[src/rtl/pc_pkg.sv]
// rtl/pc_pkg.sv - shared states and defaults for the fetch-stage PC generator
package pc_pkg;

    typedef enum logic [1:0] {
        BOOT = 2'd0,
        RUN  = 2'd1,
        HALT = 2'd2
    } pc_state_e;

    localparam int          XLEN_DEFAULT      = 32;
    localparam logic [31:0] RESET_VEC_DEFAULT = 32'h0000_1000;
    localparam logic [31:0] TRAP_VEC_DEFAULT  = 32'h0000_0100;

    // Low address bits that must be zero for a legal instruction address
    localparam logic [1:0]  ALIGN_MASK        = 2'b11;

endpackage

[src/rtl/pc_ras.sv]
// rtl/pc_ras.sv - circular return-address stack, oldest entry overwritten when full
module pc_ras #(
    parameter int XLEN      = 32,
    parameter int RAS_DEPTH = 4
) (
    input  logic            clk,
    input  logic            reset,
    input  logic            push_i,
    input  logic            pop_i,
    input  logic [XLEN-1:0] data_i,
    output logic [XLEN-1:0] top_o,
    output logic            valid_o
);

    localparam int PW = $clog2(RAS_DEPTH);
    localparam int CW = $clog2(RAS_DEPTH + 1);

    logic [XLEN-1:0] mem_q [RAS_DEPTH];
    logic [XLEN-1:0] mem_d [RAS_DEPTH];
    logic [PW-1:0]   top_q, top_d;
    logic [CW-1:0]   count_q, count_d;
    logic [PW-1:0]   top_inc;
    logic            do_pop;

    assign top_inc = top_q + PW'(1);
    assign do_pop  = pop_i && (count_q != '0);
    assign top_o   = mem_q[top_q];
    assign valid_o = (count_q != '0);

    always_comb begin
        mem_d   = mem_q;
        top_d   = top_q;
        count_d = count_q;
        if (push_i && do_pop) begin
            // Return consumed and a new call made: replace the top in place
            mem_d[top_q] = data_i;
        end else if (push_i) begin
            mem_d[top_inc] = data_i;
            top_d          = top_inc;
            if (count_q != CW'(RAS_DEPTH)) begin
                count_d = count_q + CW'(1);
            end
        end else if (do_pop) begin
            top_d   = top_q - PW'(1);
            count_d = count_q - CW'(1);
        end
    end

    always_ff @(posedge clk or posedge reset) begin
        if (reset) begin
            for (int i = 0; i < RAS_DEPTH; i++) begin
                mem_q[i] <= '0;
            end
            top_q   <= '0;
            count_q <= '0;
        end else begin
            mem_q   <= mem_d;
            top_q   <= top_d;
            count_q <= count_d;
        end
    end

endmodule

[src/rtl/pc_gen.sv]
// rtl/pc_gen.sv - fetch PC generator with halt, redirect/trap priority; PC_RAS_EN adds return prediction
module pc_gen
    import pc_pkg::*;
#(
    parameter int            XLEN      = XLEN_DEFAULT,
    parameter logic [XLEN-1:0] RESET_VEC = XLEN'(RESET_VEC_DEFAULT),
    parameter logic [XLEN-1:0] TRAP_VEC  = XLEN'(TRAP_VEC_DEFAULT),
    parameter int            RAS_DEPTH = 4
) (
    input  logic            clk,
    input  logic            reset,
    input  logic            fetch_ready_i,
    input  logic            halt_i,
    input  logic            redirect_i,
    input  logic [XLEN-1:0] redirect_target_i,
    input  logic            trap_i,
    input  logic            call_i,
    input  logic            ret_i,
    output logic [XLEN-1:0] pc_o,
    output logic            pc_valid_o,
    output logic [XLEN-1:0] pc_plus4_o,
    output logic            misalign_o,
    output logic            ras_valid_o,
    output logic [1:0]      state_o
);

    pc_state_e       state_q, state_d;
    logic [XLEN-1:0] pc_q, pc_d;
    logic            misalign_q, misalign_d;
    logic            accept;
    logic            ras_push, ras_pop;
    logic            ras_valid;
    logic [XLEN-1:0] ras_top;

    assign pc_o        = pc_q;
    assign pc_valid_o  = (state_q == RUN);
    assign pc_plus4_o  = pc_q + XLEN'(4);
    assign misalign_o  = misalign_q;
    assign state_o     = state_q;
    assign ras_valid_o = ras_valid;
    assign accept      = pc_valid_o && fetch_ready_i;

    always_comb begin
        state_d    = state_q;
        pc_d       = pc_q;
        misalign_d = 1'b0;
        ras_push   = 1'b0;
        ras_pop    = 1'b0;
        if (state_q == BOOT) begin
            // RESET_VEC is already in pc_q and becomes the first fetch
            state_d = RUN;
        end else if (trap_i) begin
            pc_d    = TRAP_VEC;
            state_d = RUN;
        end else if (redirect_i) begin
            state_d = RUN;
            if ((redirect_target_i[1:0] & ALIGN_MASK) != 2'b00) begin
                pc_d       = TRAP_VEC;
                misalign_d = 1'b1;
            end else begin
                pc_d = redirect_target_i;
            end
        end else if (state_q == RUN) begin
            if (accept) begin
                ras_push = call_i;
                if (ret_i && ras_valid) begin
                    ras_pop = 1'b1;
                    pc_d    = ras_top;
                end else begin
                    pc_d = pc_plus4_o;
                end
            end
            if (halt_i) begin
                state_d = HALT;
            end
        end else if (!halt_i) begin
            state_d = RUN;
        end
    end

    always_ff @(posedge clk or posedge reset) begin
        if (reset) begin
            state_q    <= BOOT;
            pc_q       <= RESET_VEC;
            misalign_q <= 1'b0;
        end else begin
            state_q    <= state_d;
            pc_q       <= pc_d;
            misalign_q <= misalign_d;
        end
    end

`ifdef PC_RAS_EN
    pc_ras #(
        .XLEN      (XLEN),
        .RAS_DEPTH (RAS_DEPTH)
    ) u_ras (
        .clk     (clk),
        .reset   (reset),
        .push_i  (ras_push),
        .pop_i   (ras_pop),
        .data_i  (pc_plus4_o),
        .top_o   (ras_top),
        .valid_o (ras_valid)
    );
`else
    localparam int unused_ras_depth = RAS_DEPTH;
    logic unused_ras;
    assign ras_valid  = 1'b0;
    assign ras_top    = '0;
    assign unused_ras = ^{ras_push, ras_pop, ret_i};
`endif

endmodule

[config.mk]
export PLATFORM = sky130hd
export DESIGN_NAME = pc_gen
export DESIGN_NICKNAME = d
export VERILOG_FILES = /design/src/rtl/pc_pkg.sv /design/src/rtl/pc_ras.sv /design/src/rtl/pc_gen.sv
export SDC_FILE = /design/constraint.sdc
export NUM_CORES = 1
export LEC_CHECK = 0
export CAP_MARGIN = 10
export CORE_UTILIZATION = 43
export CTS_CLUSTER_DIAMETER = 150
export DETAILED_ROUTE_END_ITERATION = 16
export PLACE_DENSITY = 0.79
export SYNTH_ARGS = -nofsm -noshare
export SYNTH_HDL_FRONTEND = slang
export SYNTH_SLANG_ARGS = --single-unit
export TNS_END_PERCENT = 50
[constraint.sdc]
create_clock -name clk -period 2.2 [get_ports clk]
set_input_delay 0.44 -clock clk [delete_from_list [all_inputs] [get_ports clk]]
set_output_delay 0.44 -clock clk [all_outputs]
set_load 0.005 [all_outputs]
==> results.cfg <==
[clocking]
clock-sinks = 35
clock_tree_from_tritoncts = yes
worst_setup_hold_path_clk_slew_ns = 0.08
insertion_delay_ns = 0.30
ctsRootBufferMaster = clkbuf_8
cts-root-to-sink-buffers = 2
hold_buffers_post_cts = 0
cts_buffers = 5
cts_max_level = 2

[power_and_ir_drop]
p_per_cell_area_nw_per_um2 = 385
maximum_vdd_ir_drop_uv = 290
p_leak_nw = 2.30
report.power.total_mw = 1.79

[placed_design]
place.detailed.hpwl_um = 6270
pre_cts_slack_ns = -0.313
portBuffers = 105
gpl_wtd_cong = 0.886

[logic_synthesis]
yosys.area.top_type = dfrtp_1
ys_ff_latch = 35
netlist_top_cells_count = dfrtp_1 (34), nand2_1 (28), xnor2_1 (20), a21oi_1 (19), o21ai_0 (17)
netlist_top_cells_area = dfrtp_1 (34%), xnor2_1 (6.9%), nand2_1 (4.2%), a21oi_1 (3.8%), o21ai_0 (3.4%)
synth.most_common_cell = dfrtp_1
synth-seq-area-share = 0.348
synth_edf_count = 0
synth_flop_cell = dfrtp_1
synth.net_count = 333
synth_area_sq_um = 2520
avg_inst_size_synth_sq_um = 8.64
synth_async_sr_flop_share = 1.00
synthesis.instances = 292
netlist.area_leader.share = 0.337
netlist-cell-type-count = 54
yosysWarnings = 0

[drt]
antenna_violating_nets_post_route = 0
detail_route.vias_per_cell = 5.87
detailedRoute.firstIterationViolations = 195
remaining_drc_errors = 0
route.final.wire_length_um = 10300
detailedRoute.firstPassIterationCount = 7
detail_route.wl_per_cell_um = 18.2
via_count = 3326

[setup_path]
criticalPathCategory = flop to output port
critical_path.endpoint_type = output port
timing.rr.end = pc_o[30]$_DFFE_PP0P_
worstReg2RegStart = pc_o[12]$_DFFE_PP1P_
cp_required_ns = 1.76
crit_fanout = 5
end_point_of_the_critical_path = pc_plus4_o[30]
timing.critical_path.from_type = flop
cp.arrival_ns = 2.17
reg2reg_slack_ns = -0.04
timing.reg2reg.worst_path_depth = 10
crit_start = pc_o[12]$_DFFE_PP1P_

[run_status]
outcome = finished with violations
violations_in_the_final_reports = negative setup slack

[min_path]
min_path_type = input port to async pin

[sta]
timing.max_slew.rel_slack = 0.479
fin_worst_skew_ns = 0.00686
min_period_ns = 2.61
slew_limit_fails = 0
timing.final.setup_violations = 24
final.period_utilization = 1.19
worst_slack_ns = -0.413
report.final.hold_viol_count = 0
fmax_mhz = 383
rsz_0062_raised_after_global_routing = true
worstMarginPinSlew_ns = 0.782

[floorplan]
boundaryPins = 109
die_h_um = 78.6
design.core.area_sq_um = 5570
placement_rows = 27
floorplan.initialDensity = 0.453
die-width_um = 78.6
die-area_sq_um = 6180

[global_routing]
grt_max_degree = 36
grt_antenna_before_repair = 0
number_of_global_route_vias_before_repair = 3309
grt_first_pass_wirelength_um = 15900
globalRouteOverflowTotal = 0
grt.total_usage = 0.331

[cells_and_area]
antenna_cells = 0
final_layout_size_suffix_gt1_frac = 0.376
area_growth_pct = 84.5
final_net_count = 535

[run]
max-cap-violations = 0
## kinds of logic (layout without fill, tap and decap cells)
| group | Yosys count | count (layout) | share of synthesized area |
|---|---|---|---|
| buf+inv | 30 | 233 | 0.0635 |
| fa+ha+maj | 1 | 1 | 0.00496 |
| other cells | 1 | 1 | 0.00149 |
| xor+xnor | 28 | 28 | 0.0972 |
| simple gates | 111 | 111 | 0.257 |
| flops | 35 | 35 | 0.348 |
| compound gates | 86 | 86 | 0.228 |
## flip-flops by register name (all words and copies together), names as in the netlist
| register | count |
|---|---|
| pc_o | 32 |
| state_o | 2 |
| misalign_o | 1 |
## report_power, final
group          total (mW)  switching (mW)  leakage, nW  internal (mW)
combinational       0.537           0.233         1.78          0.305
sequential          0.710          0.0345        0.465          0.675
clock               0.546           0.260       0.0515          0.286
## metrics by stage
stage / util / instance area (sq um) / hold WS (ns) / instances / TNS (ns)
floorplan: - / 2520 / 0.520 / 292 / 0
CTS: 0.808 / 4500 / 0.556 / 559 / -4.40
global route: 0.835 / 4650 / 0.587 / 567 / -7.08
detailed placement: 0.744 / 4150 / 0.539 / 528 / -4.43
finish: 0.835 / 4650 / 0.552 / 567 / -5.26
global placement: 0.744 / 4150 / 0.537 / 528 / -3.61
## routing by layer
layer  global-route usage  up-vias  wire length, um
met5                    0        -                0
met4                0.131        0              274
met3               0.0581       30              697
met2                0.604      175             5510
met1                0.377     1637             3840
li1                     -     1484                -
## layout make-up
cell class	instances	area (sq um)
fill	322	920
multi-input combinational	227	1710
sequential	35	877
tap	72	90.1
timing repair buffer	215	1840
clock buffer	8	100
inverter	10	37.5
## critical path, cell delays in order, from the launching register on
cell and delay (ns):
dfstp_2 0.56, buf_6 0.11, nand4_4 0.14, nor4_4 0.28, buf_6 0.17, buf_6 0.11, nand4_1 0.15, xnor2_2 0.20
buf_2 0.14
## repair_timing
| action | in CTS | in global routing |
|---|---|---|
| setup buffers | 23 | 8 |
| resized for setup | 115 | 35 |
| pin swaps | 27 | 19 |
| setup endpoints to repair | 27 | 26 |
## layout by cell type (no fill, tap or decap), types with 5 or more instances in the layout
| master | n |
|---|---|
| buf_2 | 18 |
| xnor2_2 | 11 |
| clkbuf_8 | 7 |
| a21oi_1 | 19 |
| nor3_1 | 7 |
| buf_4 | 94 |
| nor2_1 | 11 |
| o21ai_1 | 6 |
| xnor2_1 | 9 |
| buf_6 | 15 |
| nand4_1 | 10 |
| dfrtp_1 | 34 |
| inv_1 | 9 |
| xor2_1 | 7 |
| nand2_1 | 23 |
| a221o_1 | 6 |
| and3_1 | 7 |
| nor3b_1 | 7 |
| a22o_1 | 5 |
| o21ai_0 | 17 |
| nand3_1 | 8 |
| a21o_1 | 6 |
| clkdlybuf4s50_1 | 77 |
## worst min path at each step
stage / start / to / slack, ns / cells past startpoint
floorplan: state_o[0]$_DFFE_PP0P_ / state_o[0]$_DFFE_PP0P_ / 0.52 / 2
detailed placement: state_o[0]$_DFFE_PP0P_ / state_o[0]$_DFFE_PP0P_ / 0.54 / 2
global placement: state_o[0]$_DFFE_PP0P_ / state_o[0]$_DFFE_PP0P_ / 0.54 / 2
global route: pc_o[1]$_DFFE_PP0P_ / pc_o[1]$_DFFE_PP0P_ / 0.59 / 1
finish: reset / pc_o[29]$_DFFE_PP0P_ / 0.55 / 3
CTS: state_o[0]$_DFFE_PP0P_ / state_o[0]$_DFFE_PP0P_ / 0.56 / 2
Power figures use the tool's default switching activity.
